==> src/rtl/mem_access_unit.sv <==
// rtl/mem_access_unit.sv - MEM-stage load/store unit with sub-word read-modify-write
module mem_access_unit #(
    parameter int MEM_WORDS = 1024
) (
    input  logic        clk,
    input  logic        rst,
    input  logic        req_valid,
    output logic        req_ready,
    input  logic        mem_read,
    input  logic        mem_write,
    input  logic [2:0]  funct3,
    input  logic [31:0] address,
    input  logic [31:0] write_data,
    output logic [31:0] load_data,
    output logic        load_valid,
    output logic        access_err,
    output logic        dm_read,
    output logic        dm_write,
    output logic [31:0] dm_address,
    output logic [31:0] dm_write_data,
    input  logic [31:0] dm_read_data
);

    typedef enum logic {IDLE, MERGE} state_t;

    localparam logic [32:0] BYTE_LIMIT = 33'(4 * MEM_WORDS);

    state_t      state, state_next;
    logic [31:0] cap_word;
    logic [31:0] cap_addr;
    logic [15:0] cap_data;
    logic        cap_half;
    logic        accept, active, err, do_access;
    logic        is_load, is_word_store, is_sub_store;
    logic [7:0]  lane_b;
    logic [15:0] lane_h;
    logic [31:0] load_ext;
    logic [31:0] merged;

    // Request decode: an access is rejected when it is malformed, misaligned or out of range
    always_comb begin
        accept        = req_valid & (state == IDLE);
        active        = mem_read | mem_write;
        err           = (mem_read & mem_write)
                      | (funct3 == 3'b011) | (funct3 == 3'b110) | (funct3 == 3'b111)
                      | (((funct3 == 3'b001) | (funct3 == 3'b101)) & address[0])
                      | ((funct3 == 3'b010) & (address[1:0] != 2'b00))
                      | ({1'b0, address} >= BYTE_LIMIT);
        do_access     = accept & active & ~err;
        is_load       = do_access & mem_read;
        is_word_store = do_access & mem_write & (funct3[1:0] == 2'b10);
        is_sub_store  = do_access & mem_write & (funct3[1:0] != 2'b10);
    end

    // Load lane extraction from the combinational memory read
    always_comb begin
        lane_b = dm_read_data[{address[1:0], 3'b000} +: 8];
        lane_h = dm_read_data[{address[1], 4'b0000} +: 16];
        case (funct3)
            3'b000:  load_ext = {{24{lane_b[7]}}, lane_b};
            3'b001:  load_ext = {{16{lane_h[15]}}, lane_h};
            3'b100:  load_ext = {24'h0, lane_b};
            3'b101:  load_ext = {16'h0, lane_h};
            default: load_ext = dm_read_data;
        endcase
    end

    // Replace only the addressed byte/halfword of the captured word
    always_comb begin
        merged = cap_word;
        if (cap_half)
            merged[{cap_addr[1], 4'b0000} +: 16] = cap_data;
        else
            merged[{cap_addr[1:0], 3'b000} +: 8] = cap_data[7:0];
    end

    // Next-state and memory-port drive; reset silences the memory strobes
    always_comb begin
        state_next    = state;
        req_ready     = 1'b0;
        dm_read       = 1'b0;
        dm_write      = 1'b0;
        dm_address    = {address[31:2], 2'b00};
        dm_write_data = write_data;
        case (state)
            IDLE: begin
                req_ready = 1'b1;
                dm_read   = is_load | is_sub_store;
                dm_write  = is_word_store;
                if (is_sub_store)
                    state_next = MERGE;
            end
            MERGE: begin
                dm_address    = {cap_addr[31:2], 2'b00};
                dm_write      = 1'b1;
                dm_write_data = merged;
                state_next    = IDLE;
            end
            default: state_next = IDLE;
        endcase
        if (rst) begin
            dm_read  = 1'b0;
            dm_write = 1'b0;
        end
    end

    // State register and registered load/error responses
    always_ff @(posedge clk or posedge rst) begin
        if (rst) begin
            state      <= IDLE;
            load_data  <= 32'h0;
            load_valid <= 1'b0;
            access_err <= 1'b0;
        end else begin
            state      <= state_next;
            load_valid <= is_load;
            access_err <= accept & active & err;
            if (is_load)
                load_data <= load_ext;
        end
    end

    // Capture the old word and store operands for the merge cycle
    always_ff @(posedge clk or posedge rst) begin
        if (rst) begin
            cap_word <= 32'h0;
            cap_addr <= 32'h0;
            cap_data <= 16'h0;
            cap_half <= 1'b0;
        end else if (is_sub_store) begin
            cap_word <= dm_read_data;
            cap_addr <= address;
            cap_data <= write_data[15:0];
            cap_half <= funct3[0];
        end
    end

endmodule
==> config.mk <==
export PLATFORM = sky130hd
export DESIGN_NAME = mem_access_unit
export DESIGN_NICKNAME = d
export VERILOG_FILES = /design/src/rtl/mem_access_unit.sv
export SDC_FILE = /design/constraint.sdc
export NUM_CORES = 1
export LEC_CHECK = 0
export BUFFER_PORTS_ARGS = -buffer_cell sky130_fd_sc_hd__buf_2
export CAP_MARGIN = 20
export CELL_PAD_IN_SITES_DETAIL_PLACEMENT = 2
export CELL_PAD_IN_SITES_GLOBAL_PLACEMENT = 2
export CORE_UTILIZATION = 32
export CTS_CLUSTER_SIZE = 14
export DETAILED_ROUTE_END_ITERATION = 10
export GPL_TIMING_DRIVEN = 0
export PLACE_DENSITY = 0.87
export SLEW_MARGIN = 25
export SYNTH_ARGS = -nofsm -noshare
export SYNTH_HDL_FRONTEND = slang
export SYNTH_SLANG_ARGS = --single-unit
==> constraint.sdc <==
create_clock -name clk -period 4.3 [get_ports clk]
set_clock_uncertainty 0.15 [all_clocks]
set_input_delay 0.215 -clock clk [delete_from_list [all_inputs] [get_ports clk]]
set_output_delay 0.215 -clock clk [all_outputs]
set_load 0.005 [all_outputs]
Word level (Yosys, flattened, before mapping)
Index checks and enable logic that the tools add are counted.
{"block": "classes", "addsub": 2, "n_mul": 0, "div": 0, "magnitude_cmp": 1, "eq_ne": 9, "shifts": 6, "n_mux": 13, "bitwise_logic": 22, "reduce_logical": 2}
{"cell": "32-bit one-hot mux with 4 select lines", "n": 1}
{"cell": "32-bit two-way mux", "n": 3}
{"cell": "32-bit bitwise mux", "n": 2}
{"cell": "32-bit by 13-bit greater-or-equal comparator with 1-bit output (second input constant)", "n": 1}
{"cell": "16-bit by 7-bit variable shift with 32-bit output (first input constant)", "n": 1}
{"cell": "8-bit by 7-bit variable shift with 32-bit output (first input constant)", "n": 1}
{"cell": "16-bit by 7-bit variable part select with 32-bit output", "n": 1}
{"cell": "32-bit by 6-bit variable part select with 16-bit output", "n": 1}
{"cell": "32-bit by 6-bit variable part select with 8-bit output", "n": 1}
{"cell": "8-bit by 7-bit variable part select with 32-bit output", "n": 1}
{"cell": "5-bit negation with 7-bit output", "n": 2}
{"cell": "3-bit == test (second input constant)", "n": 4}
{"cell": "1-bit bitwise AND", "n": 11}
{"cell": "1-bit OR", "n": 9}
{"cell": "3-bit by 2-bit == test with 1-bit output (second input constant)", "n": 2}
{"cell": "1-bit two-way mux", "n": 5}
{"cell": "1-bit one-hot mux with 2 select lines", "n": 2}
{"cell": "3-bit by 1-bit == test with 1-bit output (second input constant)", "n": 1}
{"cell": "3-bit zero test", "n": 1}
{"cell": "2-bit == test (second input constant)", "n": 1}
{"cell": "2-bit != test (second input constant)", "n": 1}
{"cell": "1-bit NOT", "n": 2}
{"cell": "2-bit nonzero test", "n": 1}
{"block": "totals", "ff_bits": 116, "latchBits": 0, "mem_bits_rw": 0, "rom_bits": 0, "in_bits": 104, "out_inout_bits": 101, "word_cells": 63, "memories": 0}

Logic depth before layout (Yosys ltp)
Gate-level depths: netlist of the first run.
{"block": "depth", "ltp_word": 14, "depth_mapped": 7, "mapped_depth_nobuf": 6}

Least setup slack after synthesis of the first run
OpenSTA, ideal clock, no wires.
{"block": "synth_path", "kind": "input to output", "from": "input port rst", "to": "output port dm_write", "arrival_ps": 2941, "required_ps": 3935, "slack_ps": 994, "cell_stages": 2, "path_buffers": 0, "path_cell_list": "inv_1 -> o21a_1"}
{"block": "synth_between", "elab_chain_len": 1}
{"element": "start, declared", "line_no": "6", "text": "input logic rst,"}
{"element": "1-bit two-way mux", "line_no": "101", "text": "if (rst) begin"}
{"element": "end, declared", "line_no": "18", "text": "output logic dm_write,"}
Every way passes these cells.

Worst setup path after layout of the first run
{"block": "layout_path", "from": "register cap_addr[0]", "to": "output port dm_write_data[28]"}
{"block": "layout_between", "elab_chain_len": 5, "word_cells_on_any_way": 6, "cone_classes": "add/sub: 1; shift: 2; mux: 3"}
{"element": "start, declared", "line_no": "30", "text": "logic [31:0] cap_addr;"}
{"element": "start signal, assigned", "line_no": "132", "text": "cap_addr <= address;"}
{"element": "5-bit negation with 7-bit output *", "line_no": "74", "text": "merged[{cap_addr[1:0], 3'b000} +: 8] = cap_data[7:0];"}
{"element": "8-bit by 7-bit variable part select with 32-bit output or 8-bit by 7-bit variable shift with 32-bit output (tied branches)", "line_no": "74"}
{"element": "32-bit bitwise mux *", "line_no": "74"}
{"element": "32-bit two-way mux *", "line_no": "71", "text": "if (cap_half)"}
{"element": "32-bit two-way mux *", "line_no": "85", "text": "case (state)"}
{"element": "end, declared", "line_no": "20", "text": "output logic [31:0] dm_write_data,"}
Mark *: on every way between the ends. The rest lies on a longest branch, timed or not.

==> out/results.tsv, run 1 <==
stage	metric	value	unit
run_status	status	complete, no violations	
placement	Post-DP Area	7503	um^2
clocking	CTS Buf Count	17	
logic_synthesis	multiplexer share of the synthesized area	0.2352	
floorplan	Initial Util	0.3285	
power_and_ir_drop	Cell Int Power	2.176	mW
sta	final worst path period need	3.516	ns
logic_synthesis	most frequent cell after synthesis	dfrtp_1	
power_and_ir_drop	peak supply drop	0.4601	mV
detailed_routing	DRC	0	
layout	Post-Route Utilization	0.4641	
power_and_ir_drop	leakage dissipation	4.368	nW
power_and_ir_drop	NetSw	0.7782	mW
layout	Fillers	1939	
detailed_routing	wirelength, routed	31580	um
sta	Worst Max-Slew Pin Slew	1.017	ns
logic_synthesis	Main synth FF type	dfrtp_1	
logic_synthesis	sequential area share after synthesis	0.4709	
logic_synthesis	Syn Area/Cell	11.21	um^2
logic_synthesis	largest cells by area after synthesis	dfrtp_1, mux2_2, nor2_1	
logic_synthesis	post-synth top area cell	dfrtp_1	
power_and_ir_drop	Clk pwr share	0.521	
placement	gpl congestion	0.8379	
layout	non-filler instance count after layout	1079	
floorplan	die height	140.8	um
placement	port bufs	200	
power_and_ir_drop	total power	2.954	mW
logic_synthesis	post-synthesis adder-cell area fraction	0.01015	
detailed_routing	via count	6370	
logic_synthesis	Synth Area in XOR/XNOR	0	
worst_setup_path	Setup crit end kind	output port	
layout	synth-to-layout area growth	41.30	%
clocking	H-Tree Depth	4	
global_routing	Overflow after GRT	0	
power_and_ir_drop	P per Cell Area	339.2	nW/um^2
sta	Min Hold Slack	0.05056	ns
power_and_ir_drop	proportion of power drawn by combinational gates	0.109	
layout	NumNets Final	939	
detailed_routing	routed vias/inst	5.904	
global_routing	vias in the first global route	7053	
floorplan	Die Wd	140.8	um
global_routing	global-route wire length before repair	47290	um
run	# Max-Cap Violations	0	
power_and_ir_drop	sw frac	0.2634	
logic_synthesis	largest family of logic cells by synthesized area	multiplexers	
worst_setup_path	CP max FO	7	
detailed_routing	routed wire length per instance	29.27	um
sta	Hold Violations, Final	0	
floorplan	IO Count	205	
clocking	cts repair resizes	0	
detailed_routing	starting DRC count in detailed routing	516	
logic_synthesis	Post-synth EDFFs	0	
clocking	CTS tree	yes	
sta	fmax	0.2844	GHz
logic_synthesis	synthesized-area fraction occupied by and/or/nand/nor cells	0.1171	
logic_synthesis	cell area after synthesis	6165	um^2
global_routing	initial antenna violation count	2	
global_routing	overall global routing resource usage	0.3295	
sta	Tcrit/Tclk final	0.8178	
detailed_routing	drt pass-1 iters	5	
worst_setup_path	Startpoint Class	flop	
worst_hold_path	Hold Crit Class	in -> reg	
clocking	Sink Count	116	
floorplan	Row Count	50	
worst_setup_path	critical setup path kind	reg -> out	
logic_synthesis	Async SR Flop Fraction	1.000	
global_routing	largest net degree at the start of global routing	91	
layout	layout cell share with drive strength beyond 1	0.4353	
sta	setup slack after layout	0.7836	ns
placement	Setup WS pre-CTS	1.224	ns
clocking	CTS Root Cell	clkbuf_16	
floorplan	Die ar.	19820	um^2
clocking	hold_buf cts	59	
sta	final setup vio count	0	
clocking	Setup Buffers After CTS	0	
sta	fin. max-slew vios	0	
detailed_routing	ANT nets after route	0	
placement	DP Wirelength	18750	um
clocking	CTS max path bufs	2	
floorplan	Core Region	18770	um^2
placement	Placed Cells	986	
worst_setup_path	worst endpoint data arrival time	3.15	ns
logic_synthesis	Seq cells post-synth	116	
logic_synthesis	Ys Warns	0	
logic_synthesis	cells after synthesis	550	
sta	unrepaired setup endpoints after global routing	false	
power_and_ir_drop	part of the power in registers	0.370	
clocking	clk_lat worst skew	0.43	ns
layout	Design Area, Final	8711	um^2
sta	worst rel slew slack	0.3166	
clocking	CTS clk-pin slew, worst paths	0.06	ns
logic_synthesis	Synth top area share	0.4709	
worst_setup_path	Worst EP required	3.93	ns
sta	setup TNS	0	ns
logic_synthesis	Synth top cells by count	dfrtp_1, mux2_2, nor2_1	
logic_synthesis	Synth Area in Compound Gates	0.1279	
logic_synthesis	Distinct cells, synth	47	
## registers in the layout (all words and copies together) (netlist names)
name,flops
access_err,1
cap_addr,32
cap_data,16
cap_half,1
cap_word,32
load_data,32
load_valid,1
state,1
## final cells by class
| class | instances | area [um^2] | share of cell area |
|---|---|---|---|
| Antenna cell | 2 | 5.005 | 0.0005745 |
| Tap cell | 234 | 292.8 | 0.03361 |
| Multi-Input combinational cell | 388 | 3037 | 0.3486 |
| Clock buffer | 21 | 460.4 | 0.05286 |
| Sequential cell | 116 | 2903 | 0.3332 |
| Timing Repair Buffer | 260 | 1619 | 0.1859 |
| Clock inverter | 11 | 151.4 | 0.01738 |
| Buffer | 40 | 209.0 | 0.02399 |
| Inverter | 7 | 33.78 | 0.003878 |
## power groups by stage
stage          sequential (mW)  combinational [mW]  clock [mW]
6_report                  1.09               0.323        1.54
3_3_place_gp              1.11               0.234           0
2_1_floorplan             1.11               0.108           0
5_1_grt                   1.09               0.340        1.59
4_1_cts                   1.09               0.304        1.53
3_5_place_dp              1.11               0.250           0
## layout by cell type, fill, tap and decap left out, drive strengths merged, types with 3 or more instances in the layout
master,instances
a222oi,15
nor2,65
a221o,9
nor2b,23
clkinv,6
nand2,27
dlygate4sd3,59
clkbuf,45
inv,8
dfrtp,116
o31ai,14
a221oi,17
buf,217
mux2i,11
o21ai,17
bufinv,3
or3,7
mux2,117
a21oi,26
nor4,9
ha,5
## worst paths after layout
path | start | end | slack, ns | cells after the start
setup / recovery | cap_addr[0]$_DFFE_PP0P_ | dm_write_data[28] | 0.78 | 6
hold reg to reg | cap_addr[26]$_DFFE_PP0P_ | cap_addr[26]$_DFFE_PP0P_ | 0.35 | 1
hold / removal | dm_read_data[31] | cap_word[31]$_DFFE_PP0P_ | 0.05 | 2
setup reg to reg | state$_DFF_PP0_ | cap_addr[1]$_DFFE_PP0P_ | 1.23 | 6
min in group asynchronous | rst | access_err$_DFF_PP0_ | 0.17 | 3
max in group asynchronous | rst | cap_word[29]$_DFFE_PP0P_ | 3.05 | 4
## critical path, cell delays in order, from the launching register on
cell,delay (ns)
dfrtp_1,0.55
inv_1,0.22
ha_1,0.42
nor4b_2,0.75
a222oi_1,0.33
a21oi_1,0.27
buf_2,0.17
## cells by family (layout without fill, tap and decap cells)
kind of cell,count (synthesis),after routing
other,1,4
adders and majority gates,5,5
DFF,116,116
muxes,129,129
and+or+nand+nor,145,145
AOI/OAI and AO/OA,107,107
buffers and inverters,47,339
## routing by layer
layer / global-route usage / vias to the layer above / part of all wire
met2: 0.5606 / 371 / 0.50
li1: - / 2595 / -
met3: 0.07031 / 105 / 0.063
met1: 0.3865 / 3299 / 0.39
met4: 0.1854 / 0 / 0.050
met5: 0 / - / 0
(Power assumes the default switching activity.)
==> run 2: changes to the inputs <==
==> constraint.sdc (replaced) <==
create_clock -name clk -period 3.4 [get_ports clk]
set_clock_uncertainty 0.15 [all_clocks]
set_input_delay 0.17 -clock clk [delete_from_list [all_inputs] [get_ports clk]]
set_output_delay 0.17 -clock clk [all_outputs]
set_load 0.005 [all_outputs]
==> run 2 against run 1 <==
Effect of this change: sequential power up 27%; critical path type unchanged; sequential share of layout area down 0.45 points; non-clock buffer count up 5; combinational power up 29%; worst hold slack better by 0.025 ns.
==> out/results.tsv, run 2 (same netlist as run 1, synthesis figures left out) <==
stage	metric	value	unit	change
power_and_ir_drop	leakage dissipation	4.427	nW	+1.3%
detailed_routing	DRC	0		unchanged
floorplan	IO Count	205		unchanged
worst_setup_path	crit-path cells	inv_1 -> ha_1 -> nor2_1 -> and4_1 -> a222oi_1 -> a21oi_1 -> buf_2		
placement	port bufs	200		unchanged
clocking	CTS max path bufs	2		unchanged
detailed_routing	top layer reached by signal wires	met4		
clocking	CTS clk-pin slew, worst paths	0.07	ns	about the same
detailed_routing	drt pass-1 iters	7		+2
detailed_routing	wirelength, routed	31310	um	-0.86%
worst_setup_path	reg2reg setup slack	0.46	ns	-0.77 ns
floorplan	Row Count	50		unchanged
clocking	Sink Count	116		unchanged
global_routing	vias in the first global route	7118		+0.92%
global_routing	global-route wire length before repair	46690	um	-1.3%
sta	fmax	0.3169	GHz	
global_routing	overall global routing resource usage	0.3245		-0.004997
sta	Min Hold Slack	0.07555	ns	+0.02499 ns
floorplan	Core Region	18770	um^2	unchanged
global_routing	largest net degree at the start of global routing	29		-68%
detailed_routing	ANT nets after route	0		unchanged
sta	unrepaired setup endpoints after global routing	false		
detailed_routing	routed vias/inst	5.769		-2.3%
worst_setup_path	cell count of the worst reg-to-reg path	6		unchanged
power_and_ir_drop	Cell Int Power	2.770	mW	+27%
worst_hold_path	worst hold path depth	2		unchanged
power_and_ir_drop	sw frac	0.2645		+0.001110
worst_setup_path	critical setup path kind	reg -> out		
sta	final worst path period need	3.156	ns	
worst_setup_path	WP buf/inv	2		unchanged
placement	DP Wirelength	18980	um	+1.2%
sta	final setup vio count	0		unchanged
layout	non-filler instance count after layout	1086		+0.65%
power_and_ir_drop	P per Cell Area	426.3	nW/um^2	+26%
worst_hold_path	Min-Delay Endpoint	cap_half$_DFFE_PP0P_		
floorplan	Die Wd	140.8	um	unchanged
power_and_ir_drop	NetSw	0.9960	mW	+28%
worst_setup_path	worst endpoint data arrival time	2.84	ns	-0.31 ns
worst_hold_path	Hold Crit Class	in -> reg		
floorplan	Initial Util	0.3285		unchanged
clocking	CTS tree	yes		
power_and_ir_drop	peak supply drop	0.3062	mV	-33%
detailed_routing	routed wire length per instance	28.83	um	-1.5%
power_and_ir_drop	part of the power in registers	0.367		-0.003
detailed_routing	DR WL met3	1949	um	-2.2%
floorplan	die height	140.8	um	unchanged
detailed_routing	starting DRC count in detailed routing	547		+6.0%
detailed_routing	via count	6265		-1.6%
worst_setup_path	CP max stage cell	and4_1		
worst_setup_path	Setup crit end kind	output port		
global_routing	Overflow after GRT	0		unchanged
layout	commonest non-fill, non-tap cells in the layout	buf_2, dfrtp_1, mux2_2		
worst_hold_path	Hold Crit Start	funct3[0]		
worst_setup_path	Max stage delay on crit path	0.49	ns	-0.26 ns
placement	Post-DP Area	7567	um^2	+0.85%
power_and_ir_drop	Clk pwr share	0.522		about the same
clocking	CTS Buf Count	17		unchanged
detailed_routing	WL met2	15460	um	-1.9%
worst_setup_path	worst r2r src	state$_DFF_PP0_		
placement	gpl congestion	0.8671		+3.5%
layout	Fillers	1941		+0.10%
floorplan	Die ar.	19820	um^2	unchanged
sta	Worst Max-Slew Pin Slew	0.9721	ns	-0.04534 ns
detailed_routing	Post-Route M1 WL	12420	um	+1.4%
power_and_ir_drop	proportion of power drawn by combinational gates	0.111		+0.002
worst_setup_path	critical path's top delay family	simple AND/OR/NAND/NOR gates		
layout	layout cell share with drive strength beyond 1	0.4410		+0.005688
placement	Placed Cells	989		+0.30%
layout	synth-to-layout area growth	43.29	%	
clocking	H-Tree Depth	4		unchanged
worst_setup_path	Worst EP required	3.08	ns	-0.85 ns
clocking	CTS Root Cell	clkbuf_16		
layout	NumNets Final	944		+0.53%
worst_setup_path	Startpoint Class	flop		
run_status	status	complete, no violations		
sta	Hold Violations, Final	0		unchanged
layout	Top Registers	cap_addr x32, cap_word x32, load_data x32		
sta	fin. max-slew vios	0		unchanged
sta	Tcrit/Tclk final	0.9281		
layout	most common cell after layout, fill and taps aside	buf_2		
clocking	clk_lat worst skew	0.43	ns	about the same
run	# Max-Cap Violations	0		unchanged
sta	worst rel slew slack	0.3471		+0.03046
worst_setup_path	CP max FO	8		+1
layout	Design Area, Final	8833	um^2	+1.4%
worst_setup_path	reg-to-reg endpoint	cap_data[8]$_DFFE_PP0P_		
global_routing	initial antenna violation count	5		+3
[run 2: power groups by stage]
stage	logic [mW]	clock network, mW	registers, mW
after detailed placement	0.325	0	1.41
after global placement	0.297	0	1.41
after global routing	0.440	2.04	1.38
after floorplan	0.137	0	1.41
final	0.417	1.97	1.38
after CTS	0.390	1.93	1.38
[run 2: stage by stage]
step,utilization,power [mW],worst slack [ns],setup TNS [ns]
floorplan,-,1.544,0.9335,0
global placement,0.3978,1.704,-0.07736,-0.07736
detailed placement,0.4032,1.732,0.5110,0
CTS,0.4695,3.704,0.04266,0
global route,0.4707,3.860,0.1174,0
finish,0.4707,3.766,0.2444,0
[run 2: timing repair]
item,4_1_cts,5_1_grt
hold endpoints to repair,97,0
gates resized for setup,0,3
hold buffers,62,0
buffers inserted,0,0
endpoints found under the setup margin,0,13
[run 2: per-layer routing]
| layer | GRT usage | vias up |
|---|---|---|
| met1 | 0.3816 | 3245 |
| met4 | 0.1699 | 0 |
| met5 | 0 | - |
| met3 | 0.08118 | 93 |
| met2 | 0.5475 | 321 |
| li1 | - | 2606 |
[run 2: worst register-to-register path, stage by stage (launching register included)]
cell and delay, ns:
dfrtp_1 0.40, clkbuf_1 0.25, inv_2 0.28, nand2_1 0.28
nor4_4 0.80, buf_6 0.29, mux2_2 0.37
[run 2: cell type report]
| cell class | count | area (um^2) | share of cell area |
|---|---|---|---|
| Timing Repair Buffer | 266 | 1717 | 0.1943 |
| Clock buffer | 19 | 452.9 | 0.05127 |
| Inverter | 7 | 30.03 | 0.003399 |
| Multi-Input combinational cell | 388 | 3052 | 0.3455 |
| Buffer | 39 | 205.2 | 0.02323 |
| Antenna cell | 4 | 10.01 | 0.001133 |
| Tap cell | 234 | 292.8 | 0.03314 |
| Sequential cell | 116 | 2904 | 0.3288 |
| Clock inverter | 13 | 170.2 | 0.01926 |
[run 2: worst max path at each step]
stage	startpoint	to	slack [ns]	depth (start not counted)
after detailed placement	address[29]	cap_data[9]$_DFFE_PP0P_	0.51	6
final	cap_addr[0]$_DFFE_PP0P_	dm_write_data[11]	0.24	7
after global placement	rst	dm_write	-0.08	4
after floorplan	rst	dm_write	0.93	2
after global routing	cap_addr[0]$_DFFE_PP0P_	dm_write_data[20]	0.12	7
after CTS	cap_addr[0]$_DFFE_PP0P_	dm_write_data[28]	0.04	6
